### src/rtl/fpm_arbiter.sv
// fpm_arbiter: round-robin front end that shares one combinational
// IEEE-754 single-precision multiplier between two requesters.
//
// Ports
//   clk, rst                  clock, asynchronous active-high reset
//   req0_valid/a/b/ready      requester 0 operand pair handshake
//   req1_valid/a/b/ready      requester 1 operand pair handshake
//   res_valid/data/id/ready   result handshake; res_id names the owner
//   busy                      high whenever an operation is in flight
//   op_count                  completed operations, wraps at 16 bits
//
// State table
//   IDLE | waiting for a valid requester; ready offered to the grantee
//   EXEC | operands held on the multiplier for EXEC_CYCLES cycles
//   DONE | result presented until the consumer accepts it

module fpm_arbiter #(
  parameter int EXEC_CYCLES = 1
) (
  input  logic        clk,
  input  logic        rst,
  input  logic        req0_valid,
  input  logic [31:0] req0_a,
  input  logic [31:0] req0_b,
  output logic        req0_ready,
  input  logic        req1_valid,
  input  logic [31:0] req1_a,
  input  logic [31:0] req1_b,
  output logic        req1_ready,
  output logic        res_valid,
  output logic [31:0] res_data,
  output logic        res_id,
  input  logic        res_ready,
  output logic        busy,
  output logic [15:0] op_count
);

  typedef enum logic [1:0] {IDLE, EXEC, DONE} state_t;

  localparam logic [3:0] EXEC_LAST = 4'(EXEC_CYCLES - 1);

  state_t      state, state_nxt;
  logic [31:0] op_a, op_b, fpm_out;
  logic [3:0]  exec_cnt;
  logic        owner, last_grant, grant, any_valid;
  logic        accept, exec_last, res_fire;

  fpm u_fpm (
    .Num1      (op_a),
    .Num2      (op_b),
    .final_res (fpm_out)
  );

  // On a tie the grant goes to whoever did not win last time.
  assign any_valid = req0_valid | req1_valid;
  assign grant     = (req0_valid & req1_valid) ? ~last_grant : ~req0_valid;

  // Ready is gated by rst so nothing is offered while reset is held.
  assign accept     = (state == IDLE) & any_valid & ~rst;
  assign req0_ready = accept & ~grant;
  assign req1_ready = accept & grant;

  assign exec_last = (state == EXEC) && (exec_cnt == EXEC_LAST);
  assign res_fire  = (state == DONE) & res_ready;
  assign res_valid = (state == DONE);
  assign busy      = (state != IDLE);

  always_comb begin
    state_nxt = state;
    case (state)
      IDLE:    if (accept)    state_nxt = EXEC;
      EXEC:    if (exec_last) state_nxt = DONE;
      DONE:    if (res_fire)  state_nxt = IDLE;
      default: state_nxt = IDLE;
    endcase
  end

  always_ff @(posedge clk or posedge rst) begin
    if (rst) state <= IDLE;
    else     state <= state_nxt;
  end

  always_ff @(posedge clk or posedge rst) begin
    if (rst) begin
      op_a       <= '0;
      op_b       <= '0;
      owner      <= 1'b0;
      last_grant <= 1'b1;
      exec_cnt   <= '0;
      res_data   <= '0;
      res_id     <= 1'b0;
      op_count   <= '0;
    end else begin
      if (accept) begin
        op_a       <= grant ? req1_a : req0_a;
        op_b       <= grant ? req1_b : req0_b;
        owner      <= grant;
        last_grant <= grant;
        exec_cnt   <= '0;
      end else if ((state == EXEC) && !exec_last) begin
        exec_cnt <= exec_cnt + 4'd1;
      end
      if (exec_last) begin
        res_data <= fpm_out;
        res_id   <= owner;
      end
      if (res_fire) op_count <= op_count + 16'd1;
    end
  end

endmodule

// fpm: combinational IEEE-754 single-precision multiply, round to nearest
// even. Subnormal inputs and underflowing results are flushed to signed
// zero; overflow saturates to signed infinity; any NaN or inf*0 gives the
// canonical quiet NaN.
//
// Ports
//   Num1, Num2   operands
//   final_res    product
module fpm (
  input  logic [31:0] Num1,
  input  logic [31:0] Num2,
  output logic [31:0] final_res
);

  logic              sign;
  logic [7:0]        e1, e2;
  logic [22:0]       f1, f2;
  logic              nan_in, inf_in, zero_in;
  logic [47:0]       ma, mb, prod;
  logic [23:0]       sig, sig_f;
  logic [24:0]       sig_r;
  logic              rnd_bit, sticky, rnd_up;
  logic signed [9:0] exp_n, exp_r;

  assign sign = Num1[31] ^ Num2[31];
  assign e1   = Num1[30:23];
  assign e2   = Num2[30:23];
  assign f1   = Num1[22:0];
  assign f2   = Num2[22:0];

  assign nan_in  = ((e1 == 8'hFF) && (f1 != '0)) || ((e2 == 8'hFF) && (f2 != '0));
  assign inf_in  = (e1 == 8'hFF) || (e2 == 8'hFF);
  assign zero_in = (e1 == 8'h00) || (e2 == 8'h00);

  always_comb begin
    ma   = {24'b0, 1'b1, f1};
    mb   = {24'b0, 1'b1, f2};
    prod = ma * mb;

    // Significand product lies in [1,4); normalise to 24 bits.
    if (prod[47]) begin
      sig     = prod[47:24];
      rnd_bit = prod[23];
      sticky  = |prod[22:0];
    end else begin
      sig     = prod[46:23];
      rnd_bit = prod[22];
      sticky  = |prod[21:0];
    end

    exp_n  = $signed({2'b00, e1}) + $signed({2'b00, e2}) - 10'sd127
             + $signed({9'b0, prod[47]});
    rnd_up = rnd_bit & (sticky | sig[0]);
    sig_r  = {1'b0, sig} + {24'b0, rnd_up};

    if (sig_r[24]) begin
      sig_f = sig_r[24:1];
      exp_r = exp_n + 10'sd1;
    end else begin
      sig_f = sig_r[23:0];
      exp_r = exp_n;
    end

    final_res = {sign, exp_r[7:0], sig_f[22:0]};
    if (nan_in || (inf_in && zero_in)) final_res = 32'h7FC0_0000;
    else if (inf_in)                   final_res = {sign, 8'hFF, 23'b0};
    else if (zero_in)                  final_res = {sign, 31'b0};
    else if (exp_r >= 10'sd255)        final_res = {sign, 8'hFF, 23'b0};
    else if (exp_r <= 10'sd0)          final_res = {sign, 31'b0};
  end

endmodule
### config.mk
export PLATFORM = sky130hd
export DESIGN_NAME = fpm_arbiter
export DESIGN_NICKNAME = d
export VERILOG_FILES = /design/src/rtl/fpm_arbiter.sv
export SDC_FILE = /design/constraint.sdc
export NUM_CORES = 2
export LEC_CHECK = 0
export ABC_AREA = 0
export BUFFER_PORTS_ARGS = -buffer_cell sky130_fd_sc_hd__buf_4
export CAP_MARGIN = 20
export CORE_MARGIN = 3
export CORE_UTILIZATION = 55
export CTS_CLUSTER_DIAMETER = 100
export DETAILED_ROUTE_END_ITERATION = 12
export PLACE_DENSITY = 0.74
export SYNTH_ARGS = -nofsm -noshare
export SYNTH_HDL_FRONTEND = slang
export SYNTH_SLANG_ARGS = --single-unit
export TNS_END_PERCENT = 1
### constraint.sdc
create_clock -name clk -period 11.3 [get_ports clk]
set_input_delay 1.695 -clock clk [delete_from_list [all_inputs] [get_ports clk]]
set_output_delay 1.695 -clock clk [all_outputs]
set_load 0.02 [all_outputs]
==> impl_metrics.env <==
export IMPL_status="completed"
export IMPL_vias=22424
export IMPL_ant_nets=0
export IMPL_yosys_area_share_simple_pct=17.7
export IMPL_seq_area_frac_synth_pct=11.4
export IMPL_holdPathEnd="res_id"
export IMPL_slowest_delay_ns=0.60
export IMPL_fin_nets=3964
export IMPL_synth_warnings=0
export IMPL_insertion_delay_ns=0.47
export IMPL_die_w_um=225
export IMPL_synth_seq_cells=121
export IMPL_dr_pass1_iters=9
export IMPL_antenna_found_initial=0
export IMPL_clk_path_buf_depth=2
export IMPL_cts_root_buf="clkbuf_16"
export IMPL_clk_pin_slew_ns=0.07
export IMPL_slew_viol_final=0
export IMPL_synth_top_cell_by_area="fa_1"
export IMPL_max_cap_violations=0
export IMPL_async_reset_ff_share_pct=100
export IMPL_setup_viol=0
export IMPL_cp_arrival_ns=10.98
export IMPL_numPortBuffers=185
export IMPL_finClkSkew_ns=0.0190
export IMPL_wl_per_cell_um=22.0
export IMPL_drt_total_wl_mm=83.2
export IMPL_synth_edf_count=0
export IMPL_grt_max_degree=68
export IMPL_crit_type="reg2reg"
export IMPL_grt_first_pass_wirelength_mm=131
export IMPL_synthToLayoutAreaGrowth_pct=10.5
export IMPL_drt_iter0_drc=2145
export IMPL_grt_pass1_vias=23914
export IMPL_final_core_util_pct=62.2
export IMPL_synth_xor_area_share_pct=3.13
export IMPL_cts_tree="built"
export IMPL_hold_viol=0
export IMPL_finalCriticalPeriod_ns=10.69
export IMPL_synth_area_mux_share_pct=0.676
export IMPL_track_usage_pct=33.8
export IMPL_gp_congestion=0.990
export IMPL_holdPathStages=2
export IMPL_synthAdderAreaFrac_pct=45.4
export IMPL_max_freq_mhz=93.6
export IMPL_cp_common_cell="fa_1"
export IMPL_postCtsSetupRepairBufs=0
export IMPL_r2r_end="res_data[1]"
export IMPL_core_area_um2=47100
export IMPL_die_height_um=225
export IMPL_ys_flop_type="dfrtp_1"
export IMPL_worstReg2RegStart="op_a[7]"
export IMPL_synth_area_leaders="fa_1 (37%), dfrtp_1 (11%), inv_1 (9.1%)"
export IMPL_synth_cell_types=85
export IMPL_dp_hpwl_mm=66.4
export IMPL_startpoint_type="flop"
export IMPL_final_cell_mix="inv_1 (641), fa_1 (483), nand2_1 (410), buf_4 (253), and2_1 (229)"
export IMPL_syn_nets=3849
export IMPL_drc=0
export IMPL_rsz0062_at_grt="true"
export IMPL_dieArea_um2=50800
export IMPL_hold_buffers=0
export IMPL_cts_buffers_inserted=17
export IMPL_synthesis_area_um2=26500
export IMPL_cp_slowest_cell="dfrtp_1"
export IMPL_initial_utilization_pct=56.3
export IMPL_overflow=0
export IMPL_ioPinCount=186
export IMPL_max_slew_margin_pct=23.3
export IMPL_min_from="owner"
export IMPL_synth_compound_area_share_pct=10.2
export IMPL_required_ns=11.60
export IMPL_numClockSinks=121
export IMPL_ctsResizeCount=0
export IMPL_drive_gt1_share_pct=11.0
export IMPL_cp_max_fo=22
export IMPL_synth_area_per_cell_um2=8.70
export IMPL_final_common_cell="inv_1"
export IMPL_htree_levels=4
export IMPL_worst_slew_pin_slew_ns=1.15
export IMPL_period_share_pct=94.6
export IMPL_avgViaCountPerCell=5.93
export IMPL_core_rowCount=79
export IMPL_hp_class="reg2reg"
export IMPL_r2r_setup_slack_ns=0.61
export IMPL_synth_top_family_by_area="adder cells"
export IMPL_end_kind="flop"
export IMPL_synthCells=3045
export IMPL_reg2regPathDepth=35
export IMPL_synth_top_area_share_pct=36.5
worst max path at each step:
stage          startpoint           end  slack [ns]  cells after the start
2_1_floorplan     op_b[3]  res_data[19]        1.31                     45
3_3_place_gp     op_a[12]  res_data[20]        0.76                     37
3_5_place_dp     op_a[12]  res_data[10]        0.39                     37
4_1_cts          op_a[12]  res_data[10]        0.36                     37
5_1_grt           op_a[7]  res_data[10]       -0.09                     37
6_report          op_a[7]   res_data[1]        0.61                     35
kinds of logic (layout without fill, tap and decap cells):
logic type,after synthesis,count (layout)
other,0,1
multiplexers,17,17
XOR/XNOR,93,93
AND/OR/NAND/NOR,966,966
AO/OA/AOI/OAI,370,370
adder cells (fa/ha/maj),671,671
buffers and inverters,807,935
flip-flops,121,121
worst max-delay path, delay by kind of cell (launching register included):
kind	cells	cell delay [ns]
AND/OR/NAND/NOR	7	1.67
buffers and inverters	7	0.92
flip-flops	1	0.60
adder cells (fa/ha/maj)	10	4.26
AO/OA/AOI/OAI	11	3.05
cells in the mapped netlist, types with 35 or more instances:
master / count
a21oi_1: 75
a222oi_1: 64
and2_1: 229
dfrtp_1: 120
ha_1: 188
inv_1: 642
o21ai_0: 61
fa_1: 483
clkbuf_1: 139
nor2_1: 135
xnor2_1: 57
nand2_1: 410
xor2_1: 35
final cells by class:
type | count | area, um^2
multi-input combinational | 2117 | 20400
fill | 4067 | 17800
sequential | 121 | 3050
inverter | 646 | 2430
timing repair buffer | 257 | 1990
tap | 607 | 759
clock buffer | 19 | 443
clock inverter | 13 | 170
antenna | 1 | 2.50
per-layer routing:
| metal | vias to the layer above | part of all wire [%] | GRT usage (%) |
|---|---|---|---|
| met1 | 11215 | 37 | 41.0 |
| met2 | 1173 | 48 | 57.1 |
| met3 | 261 | 9.6 | 7.93 |
| met4 | 0 | 5.4 | 15.8 |
| met5 | - | 0 | 0 |
| li1 | 9775 | - | - |
flip-flops by register name (all words and copies together) (netlist names):
| register | count |
|---|---|
| op_a | 32 |
| res_data | 32 |
| state | 2 |
| res_id | 1 |
| owner | 1 |
| last_grant | 1 |
| op_b | 32 |
| exec_cnt | 4 |
| op_count | 16 |
metrics by stage:
step,cells,instance area [um^2],hold slack (ns),setup slack (ns),TNS (ns)
2_1_floorplan,3045,26500,0.439,1.31,0
3_3_place_gp,3745,28600,0.451,0.762,0
3_5_place_dp,3745,28600,0.459,0.390,0
4_1_cts,3777,29200,0.474,0.360,0
5_1_grt,3780,29300,0.505,-0.0923,-0.781
6_report,3781,29300,0.471,0.611,0
Power is left out: the tool's default activity adds up to more than one toggle a clock period on the data nets, which glitch-free logic cannot reach.
